`config.mk`:
```
export PLATFORM = sky130hd
export DESIGN_NAME = sfx_mixer
export DESIGN_NICKNAME = d
export VERILOG_FILES = /design/src/rtl/sfx_mixer.sv
export SDC_FILE = /design/constraint.sdc
export NUM_CORES = 1
export LEC_CHECK = 0
export BUFFER_PORTS_ARGS = -buffer_cell sky130_fd_sc_hd__buf_2
export CAP_MARGIN = 20
export CORE_MARGIN = 4
export CORE_UTILIZATION = 57
export CTS_CLUSTER_DIAMETER = 150
export DETAILED_ROUTE_END_ITERATION = 10
export PLACE_DENSITY = 0.91
export SLEW_MARGIN = 20
export SYNTH_ARGS = -nofsm -noshare
export SYNTH_HDL_FRONTEND = slang
export SYNTH_SLANG_ARGS = --single-unit
```
`constraint.sdc`:
```
create_clock -name CLK -period 4 [get_ports CLK]
set_clock_uncertainty 0.05 [all_clocks]
set_input_delay 0.6 -clock CLK [delete_from_list [all_inputs] [get_ports CLK]]
set_output_delay 0.6 -clock CLK [all_outputs]
set_load 0.02 [all_outputs]
```
`src/rtl/sfx_mixer.sv`:
```
//------------------------------------------------------------------------------
// Module   : sfx_mixer
// Purpose  : Two-voice sound-effect mixer feeding the I2S serializer. On each
//            sample_req it fetches one byte per voice from a shared sample ROM
//            (one voice slot after the other), converts offset-binary to
//            signed, sums, saturates to 8 bits and presents the result with a
//            one-cycle sample_valid strobe. Voices are started and stopped
//            through a single Avalon-MM control/status register.
// Ports    : CLK, RESET_N (async, active low)
//            AVL_READ/WRITE/CS/ADDR/WRITEDATA/READDATA - control register
//            sample_req    - per-frame request from serializer
//            rom_sel/addr  - shared ROM request (data returns 1 CLK later)
//            rom_data      - unsigned ROM byte, midpoint 128
//            sample_out    - mixed signed sample, held between frames
//            sample_valid  - one-CLK pulse when sample_out updates
// Revision : 1.0 - initial release
//------------------------------------------------------------------------------
`default_nettype none

module sfx_mixer #(
    parameter int ADDR_W = 15,
    parameter int LEN0   = 22050,
    parameter int LEN1   = 4410
) (
    input  logic              CLK,
    input  logic              RESET_N,
    input  logic              AVL_READ,
    input  logic              AVL_WRITE,
    input  logic              AVL_CS,
    input  logic [1:0]        AVL_ADDR,
    input  logic [31:0]       AVL_WRITEDATA,
    output logic [31:0]       AVL_READDATA,
    input  logic              sample_req,
    output logic              rom_sel,
    output logic [ADDR_W-1:0] rom_addr,
    input  logic [7:0]        rom_data,
    output logic [7:0]        sample_out,
    output logic              sample_valid
);

    localparam logic [2:0] S_IDLE   = 3'd0;
    localparam logic [2:0] S_ISSUE0 = 3'd1;
    localparam logic [2:0] S_CAP0   = 3'd2;
    localparam logic [2:0] S_ISSUE1 = 3'd3;
    localparam logic [2:0] S_CAP1   = 3'd4;
    localparam logic [2:0] S_OUT    = 3'd5;

    localparam logic [ADDR_W-1:0] c_LAST0 = ADDR_W'(LEN0 - 1);
    localparam logic [ADDR_W-1:0] c_LAST1 = ADDR_W'(LEN1 - 1);

    logic [2:0]        state_q, state_d;
    logic [1:0]        active_q, active_d;
    logic [ADDR_W-1:0] ptr0_q, ptr0_d;
    logic [ADDR_W-1:0] ptr1_q, ptr1_d;
    logic [1:0]        pend_trig_q, pend_trig_d;
    logic [1:0]        pend_stop_q, pend_stop_d;
    logic              overrun_q, overrun_d;
    logic signed [9:0] acc_q, acc_d;
    logic [7:0]        sample_q, sample_d;
    logic              valid_q, valid_d;
    logic [31:0]       rdata_q, rdata_d;

    logic              w_wr;
    logic [1:0]        w_trig;
    logic [1:0]        w_stop;
    logic [1:0]        w_app_trig;
    logic [1:0]        w_app_stop;
    logic signed [9:0] w_voice;
    logic signed [9:0] w_sum;
    logic              w_unused;

    assign w_wr   = AVL_CS && AVL_WRITE && (AVL_ADDR == 2'd0);
    assign w_trig = w_wr ? AVL_WRITEDATA[1:0]   : 2'b00;
    assign w_stop = w_wr ? AVL_WRITEDATA[17:16] : 2'b00;

    // Offset-binary ROM byte to signed value in [-128,127].
    assign w_voice = $signed({2'b00, rom_data}) - 10'sd128;
    assign w_sum   = acc_q + (active_q[1] ? w_voice : 10'sd0);

    assign w_unused = &{1'b0, AVL_WRITEDATA[31:18], AVL_WRITEDATA[15:9],
                        AVL_WRITEDATA[7:2]};

    // ROM request is decoded straight from the state so the address is on
    // the bus during ISSUEx and the registered ROM answers during CAPx.
    always_comb begin
        rom_sel  = 1'b0;
        rom_addr = '0;
        if (state_q == S_ISSUE0) begin
            rom_addr = ptr0_q;
        end else if (state_q == S_ISSUE1) begin
            rom_sel  = 1'b1;
            rom_addr = ptr1_q;
        end
    end

    always_comb begin
        state_d     = state_q;
        active_d    = active_q;
        ptr0_d      = ptr0_q;
        ptr1_d      = ptr1_q;
        pend_trig_d = pend_trig_q;
        pend_stop_d = pend_stop_q;
        overrun_d   = overrun_q;
        acc_d       = acc_q;
        sample_d    = sample_q;
        valid_d     = 1'b0;
        w_app_trig  = 2'b00;
        w_app_stop  = 2'b00;

        case (state_q)
            S_IDLE: begin
                if (sample_req) state_d = S_ISSUE0;
                w_app_trig = w_trig;
                w_app_stop = w_stop;
            end
            S_ISSUE0: state_d = S_ISSUE1 - 3'd1;
            S_CAP0: begin
                acc_d   = active_q[0] ? w_voice : 10'sd0;
                state_d = S_ISSUE1;
            end
            S_ISSUE1: state_d = S_CAP1;
            S_CAP1: begin
                if (w_sum > 10'sd127)       sample_d = 8'h7F;
                else if (w_sum < -10'sd128) sample_d = 8'h80;
                else                        sample_d = w_sum[7:0];
                valid_d = 1'b1;
                state_d = S_OUT;
            end
            S_OUT: begin
                if (active_q[0]) begin
                    if (ptr0_q == c_LAST0) begin
                        active_d[0] = 1'b0;
                        ptr0_d      = '0;
                    end else begin
                        ptr0_d = ptr0_q + 1'b1;
                    end
                end
                if (active_q[1]) begin
                    if (ptr1_q == c_LAST1) begin
                        active_d[1] = 1'b0;
                        ptr1_d      = '0;
                    end else begin
                        ptr1_d = ptr1_q + 1'b1;
                    end
                end
                // A write landing in this very cycle is folded in as well.
                w_app_trig  = pend_trig_q | w_trig;
                w_app_stop  = pend_stop_q | w_stop;
                pend_trig_d = 2'b00;
                pend_stop_d = 2'b00;
                state_d     = S_IDLE;
            end
            default: state_d = S_IDLE;
        endcase

        if (state_q != S_IDLE && state_q != S_OUT) begin
            pend_trig_d = pend_trig_q | w_trig;
            pend_stop_d = pend_stop_q | w_stop;
        end

        // Trigger/stop application runs after the pointer advance; stop wins.
        if (w_app_stop[0]) begin
            active_d[0] = 1'b0;
            ptr0_d      = '0;
        end else if (w_app_trig[0]) begin
            active_d[0] = 1'b1;
            ptr0_d      = '0;
        end
        if (w_app_stop[1]) begin
            active_d[1] = 1'b0;
            ptr1_d      = '0;
        end else if (w_app_trig[1]) begin
            active_d[1] = 1'b1;
            ptr1_d      = '0;
        end

        // A new overrun in the same cycle as a clear keeps the flag set.
        if (w_wr && AVL_WRITEDATA[8]) overrun_d = 1'b0;
        if (sample_req && state_q != S_IDLE) overrun_d = 1'b1;

        rdata_d = rdata_q;
        if (AVL_READ && AVL_CS) begin
            rdata_d = (AVL_ADDR == 2'd0) ?
                      {23'b0, overrun_q, 6'b0, active_q} : 32'b0;
        end
    end

    always_ff @(posedge CLK or negedge RESET_N) begin
        if (!RESET_N) begin
            state_q     <= S_IDLE;
            active_q    <= 2'b00;
            ptr0_q      <= '0;
            ptr1_q      <= '0;
            pend_trig_q <= 2'b00;
            pend_stop_q <= 2'b00;
            overrun_q   <= 1'b0;
            acc_q       <= '0;
            sample_q    <= 8'h00;
            valid_q     <= 1'b0;
            rdata_q     <= 32'b0;
        end else begin
            state_q     <= state_d;
            active_q    <= active_d;
            ptr0_q      <= ptr0_d;
            ptr1_q      <= ptr1_d;
            pend_trig_q <= pend_trig_d;
            pend_stop_q <= pend_stop_d;
            overrun_q   <= overrun_d;
            acc_q       <= acc_d;
            sample_q    <= sample_d;
            valid_q     <= valid_d;
            rdata_q     <= rdata_d;
        end
    end

    assign AVL_READDATA = rdata_q;
    assign sample_out   = sample_q;
    assign sample_valid = valid_q;

endmodule

`default_nettype wire

```
* Word level (Yosys, flattened, before mapping)
Index checks and enable logic that the tools add are counted.
** Storage, ports and cells
- Register bits after elaboration :: 91
- Bits of input ports :: 48
- Output and inout bits :: 57
- Word-level logic and storage cells :: 86
** Cells by class
- Add/sub/neg operators :: 4
- $lt $le $gt $ge :: 2
- Equal/unequal tests :: 9
- Mux-type cells :: 40
- Bitwise logic cells :: 2
- Reductions and logical operators :: 17
** Operators with widths (number)
- $mux 15 :: 12
- $add 15x1->15 const B :: 2
- $mux 10 :: 2
- $mux 8 :: 2
- $eq 15x13->1 const B :: 1
- $eq 15x15->1 const B :: 1
- $pmux 3 s5 :: 1
- $reduce_bool 3->1 :: 5
- $mux 1 :: 13
- $mux 2 :: 6
- $add 10x10->10 :: 1
- $gt 10x8->1 const B :: 1
- $lt 10x8->1 const B :: 1
- $mux 9 :: 1
- $sub 8x8->9 const B :: 1
- $pmux 2 s2 :: 2
- $eq 3x2->1 const B :: 2
- $eq 3x3->1 const B :: 2
- $logic_and 1x1->1 :: 6
- $or 2x2->2 :: 2
- $reduce_and 2->1 :: 2
- $reduce_bool 2->1 :: 2
- $eq 3x1->1 const B :: 1
- $logic_not 3->1 :: 1
- 4 further kinds :: 4

* Depth between registers and ports, before layout
- Depth after elaboration :: 7
- Mapped depth :: 10
- Gate-level depth less buffers :: 9

* Worst setup path before layout
No wires, ideal clock.
- Path type :: input-to-reg
- Start point :: input port rom_data[0]
- End point :: register sample_q[2], in the netlist sample_out[2]
- Setup time :: 0.116 ns
- Data arrival time :: 2.501 ns
- Data required time :: 3.834 ns
- Path slack :: 1.333 ns
- Stages :: 9
- Buffers on the path :: 0
- Path through :: and2_1 -> ha_1 -> fa_1 -> a211oi_1 -> o21ai_0 -> a21o_1 -> a211oi_1 -> o21ai_0 -> o311ai_0
** Between the ends
- Longest elaborated chain between the ends :: 6
- Elaborated cells between the ends (all ways) :: 7
- Classes of those cells :: 2 x add/sub; 2 x order compare; 3 x mux
** Ends and longest elaborated chain
- from (decl) :: RTL line 36 : input logic [7:0] rom_data,
- $sub 8x8->9 (*) :: RTL line 77 : assign w_voice = $signed({2'b00, rom_data}) - 10'sd128;
- $mux 10 (*) :: RTL line 78 : assign w_sum = acc_q + (active_q[1] ? w_voice : 10'sd0);
- $add 10x10->10 (*) :: RTL line 78
- $lt 10x8->1 :: RTL line 124 : else if (w_sum < -10'sd128) sample_d = 8'h80;
- $mux 8 :: RTL line 124
- $mux 8 (*) :: RTL line 123 : if (w_sum > 10'sd127) sample_d = 8'h7F;
- to (signal assigned) :: RTL line 210 : sample_q <= sample_d;
- to (decl) :: RTL line 59 : logic [7:0] sample_q, sample_d;
Every way passes the cells marked *; elsewhere a longest branch is shown, timed or not.
A chain may end at the register's enable or synchronous reset.

* Final worst setup path
- Start point :: register active_q[1]
- End point :: register sample_q[6], in the netlist sample_out[6]
** Between the ends
- Longest elaborated chain between the ends :: 5
- Elaborated cells between the ends (all ways) :: 6
- Classes of those cells :: 1 x add/sub; 2 x order compare; 3 x mux
** Ends and longest elaborated chain
- from (decl) :: RTL line 52 : logic [1:0] active_q, active_d;
- from (signal assigned) :: RTL line 203 : active_q <= active_d;
- $mux 10 (*) :: RTL line 78
- $add 10x10->10 (*) :: RTL line 78
- $lt 10x8->1 :: RTL line 124
- $mux 8 :: RTL line 124
- $mux 8 (*) :: RTL line 123
Marks and branches as above.

==> run_results.csv <==
group,metric,value,unit
global_route,grt_pass1_wl,13700,um
place,place_ws,0.828,ns
drt,met2WireLength,4110,um
drt,route.met3.wl,674,um
sta,fin_tns_setup,0,ns
drt,wirelength,8460,um
setup_path,endpoint_kind,"flop",
drt,drtPass1Iterations,5,
clock_tree,htreeDepth,3,
hold_path,hold_path_class,"in2async",
floorplan,rows,29,
power_and_ir_drop,swShare,39.6,%
setup_path,cp.required,4.17,ns
drt,routedWlPerCell,15.8,um
setup_path,reg2reg_depth,9,
place,gp_congestion,0.912,
setup_path,crit_chain,"and2_1 > ha_1 > fa_1 > a211oi_1 > o21ai_0 > a21o_1 > a211oi_1 > o21ai_0 > o311ai_0",
clock_tree,clk_pin_slew,0.07,ns
sta,finalSetupViolCount,0,
global_route,grt_max_degree,34,
drt,antenna_left,0,
place,dp.final_hpwl,6150,um
setup_path,crit_type,"reg2reg",
setup_path,reg2reg_slack,0.92,ns
sta,tightest_slew,1.09,ns
sta,period_needed,3.08,ns
synth,syn_area,3760,um^2
global_route,grt_use_total,22.5,%
sta,slew_viol_final,0,
synth,dominantRegCellSynth,"dfrtp_1",
status,outcome,"complete, no violations",
power_and_ir_drop,power_density,590,nW/um^2
power_and_ir_drop,pwr-share-comb,36.2,%
setup_path,arrival,3.25,ns
floorplan,die_area,7960,um^2
synth,async_flop_share,100,%
setup_path,slowest_stage,"dfrtp_1",
drt,drtIter0Drc,185,
global_route,antenna_found_initial,0,
synth,ys_seq_area_share,39.9,%
cells_and_area,fill_cells,540,
global_route,grt_pass1_vias,3029,
drt,top_layer,"met4",
floorplan,io_pins,105,
setup_path,cp-start-kind,"flop",
clock_tree,cts_tree,"built",
power_and_ir_drop,p_seq_share,38.7,%
clock_tree,cts_root_buffer,"clkbuf_8",
clock_tree,insertion_delay,0.34,ns
sta,max_freq,325,MHz
clock_tree,cts_resized,0,
cells_and_area,nNetsFinal,514,
setup_path,timing.rr.start,"active_q[1]$_DFFE_PN0P_",
sta,fin_crit_sh,76.9,%
floorplan,fp.dieH,89.2,um
synth,syn_avg_cell_area,9.13,um^2
drt,routedLengthMet1,3470,um
flow_run,max_cap_viol_count,0,
global_route,grt-ovfl-total,0,
setup_path,cp_max_fo,13,
power_and_ir_drop,worst_ir_drop_vdd,0.442,mV
setup_path,cpPeakStageDelay,0.53,ns
synth,synth_edf_count,0,
power_and_ir_drop,power.internal,1470,uW
setup_path,r2r-end,"sample_out[6]$_DFFE_PN0P_",
clock_tree,ctsHoldBuffers,0,
drt,via_per_inst,5.78,
power_and_ir_drop,power.share.clock,25.2,%
cells_and_area,final_util,64.7,%
floorplan,start_util,58.9,%
floorplan,floorplan.core_area,6390,um^2
sta,maxSlewHeadroom,27.6,%
sta,setup_slack,0.923,ns
floorplan,die_w,89.2,um
clock_tree,cts.path.max_buffers,2,
sta,rsz0062_at_grt,"no",
synth,synth_cell_types,59,
cells_and_area,num_antenna_cells,0,
drt,post-route-drc-count,0,
synth,syn_inst,412,
cells_and_area,layout-drive-gt1-share,15.9,%
power_and_ir_drop,p_sw,964,uW
cells_and_area,syn_to_final_growth,9.74,%
clock_tree,cts_setup_buffers,0,
synth,yosys_warnings,0,
drt,vias,3090,
power_and_ir_drop,total_leakage_power,0.00200,uW
clock_tree,cts_num_sinks,60,
place,io_buffers,48,
clock_tree,cts_made_buffers,9,
sta,timing_hold_violations_final,0,
synth,ys_ff_latch,60,
==> Yosys cell counts (all sizes together), types with 2 or more instances <==
cell,number,area (um^2)
a222oi,2,20.0
nor3,7,35.0
mux2i,15,150
clkbuf,11,42.5
nor4,5,67.6
a211oi,4,30.0
a21oi,4,23.8
o31ai,3,22.5
nand2,50,188
xor2,14,123
nor4b,5,43.8
and3,4,25.0
o211ai,3,22.5
a21o,3,22.5
nand4,6,37.5
a21boi,2,18.8
or2,4,25.0
nand3,12,60.1
ha,12,150
dfrtp,60,1500
o21a,3,22.5
o311ai,5,43.8
buf,36,257
and2,11,68.8
o21ai,21,105
a22o,7,61.3
nand2b,2,12.5
and4,4,35.0
nor2,52,195
inv,8,30.0
xnor2,18,158
o2111ai,2,17.5
nor2b,2,12.5
==> registers in the layout, indices dropped and copies added, names as in the netlist <==
name	count
AVL_READDATA	3
acc_q	8
active_q	2
overrun_q	1
pend_stop_q	2
pend_trig_q	2
ptr0_q	15
ptr1_q	15
sample_out	8
sample_valid	1
state_q	3
==> cell type report <==
type	instances	area [um^2]	area share [%]
clock inverters	5	75.1	1.82
well taps	77	96.3	2.33
inverters	8	30.0	0.727
flip-flops and latches	60	1500	36.4
multi-input cells	325	2040	49.3
clock buffers	11	141	3.42
repair buffers	49	248	6.00
==> power by group through the flow <==
stage               clock [uW]  combinational [uW]  sequential (uW)
floorplan                    0                 727              895
global placement             0                 821              940
detailed placement           0                 870              952
CTS                        621                 879              941
global route               651                 988              969
finish                     613                 880              942
==> worst max-delay path, delay by kind of cell, from the launching register on <==
| kind | cells | cell delay (ns) |
|---|---|---|
| flops | 1 | 0.53 |
| compound gates | 6 | 1.52 |
| simple gates | 1 | 0.22 |
| fa+ha+maj | 2 | 0.64 |
==> how the worst max path moves through the flow <==
stage / start / endpoint / slack, ns / cells past startpoint
floorplan: rom_data[0] / sample_out[2]$_DFFE_PN0P_ / 1.33 / 9
finish: active_q[1]$_DFFE_PN0P_ / sample_out[6]$_DFFE_PN0P_ / 0.92 / 9
global route: active_q[1]$_DFFE_PN0P_ / sample_out[6]$_DFFE_PN0P_ / 0.68 / 9
detailed placement: rom_data[0] / sample_out[6]$_DFFE_PN0P_ / 0.83 / 10
CTS: active_q[1]$_DFFE_PN0P_ / sample_out[6]$_DFFE_PN0P_ / 0.93 / 9
global placement: rom_data[0] / sample_out[3]$_DFFE_PN0P_ / 1.02 / 10
==> placed cells by master, fill, tap and decap left out, drive strengths merged, types with 2 or more instances in the layout <==
cell type	n
a222oi	2
conb	29
clkbuf	11
bufinv	2
and2	11
nor3	7
mux2i	15
nand4	6
a211oi	4
o311ai	5
inv	8
clkinv	3
nor4b	5
or2	4
o211ai	3
nor4	5
nand2	50
dfrtp	60
a21boi	2
ha	12
and3	4
buf	49
o21a	3
o31ai	3
nand3	12
o21ai	21
nor2	52
and4	4
nor2b	2
o2111ai	2
xnor2	18
xor2	14
nand2b	2
a22o	7
a21oi	4
a21o	3
==> stage by stage <==
stage	hold WS (ns)	instance area (um^2)	instances	power (uW)
2_1_floorplan	0.254	3870	440	1620
3_3_place_gp	0.401	3910	519	1760
3_5_place_dp	0.406	3910	519	1820
4_1_cts	0.256	4130	535	2440
5_1_grt	0.265	4130	535	2610
6_report	0.244	4130	535	2430
==> metal layers <==
metal,vias up,track usage [%]
met2,144,37.7
met1,1474,26.5
met5,-,0
met3,18,7.83
met4,0,8.66
li1,1454,-
==> cells by family after synthesis <==
| group | after synthesis | synth area share [%] |
|---|---|---|
| other cells | 1 | 0.0997 |
| fa+ha+maj | 13 | 4.52 |
| simple gates | 171 | 23.1 |
| xor+xnor | 32 | 7.45 |
| mux | 15 | 3.99 |
| flops | 60 | 39.9 |
| buf+inv | 55 | 8.75 |
| compound gates | 65 | 12.2 |
No activity file was read; power rests on OpenSTA's default activity.
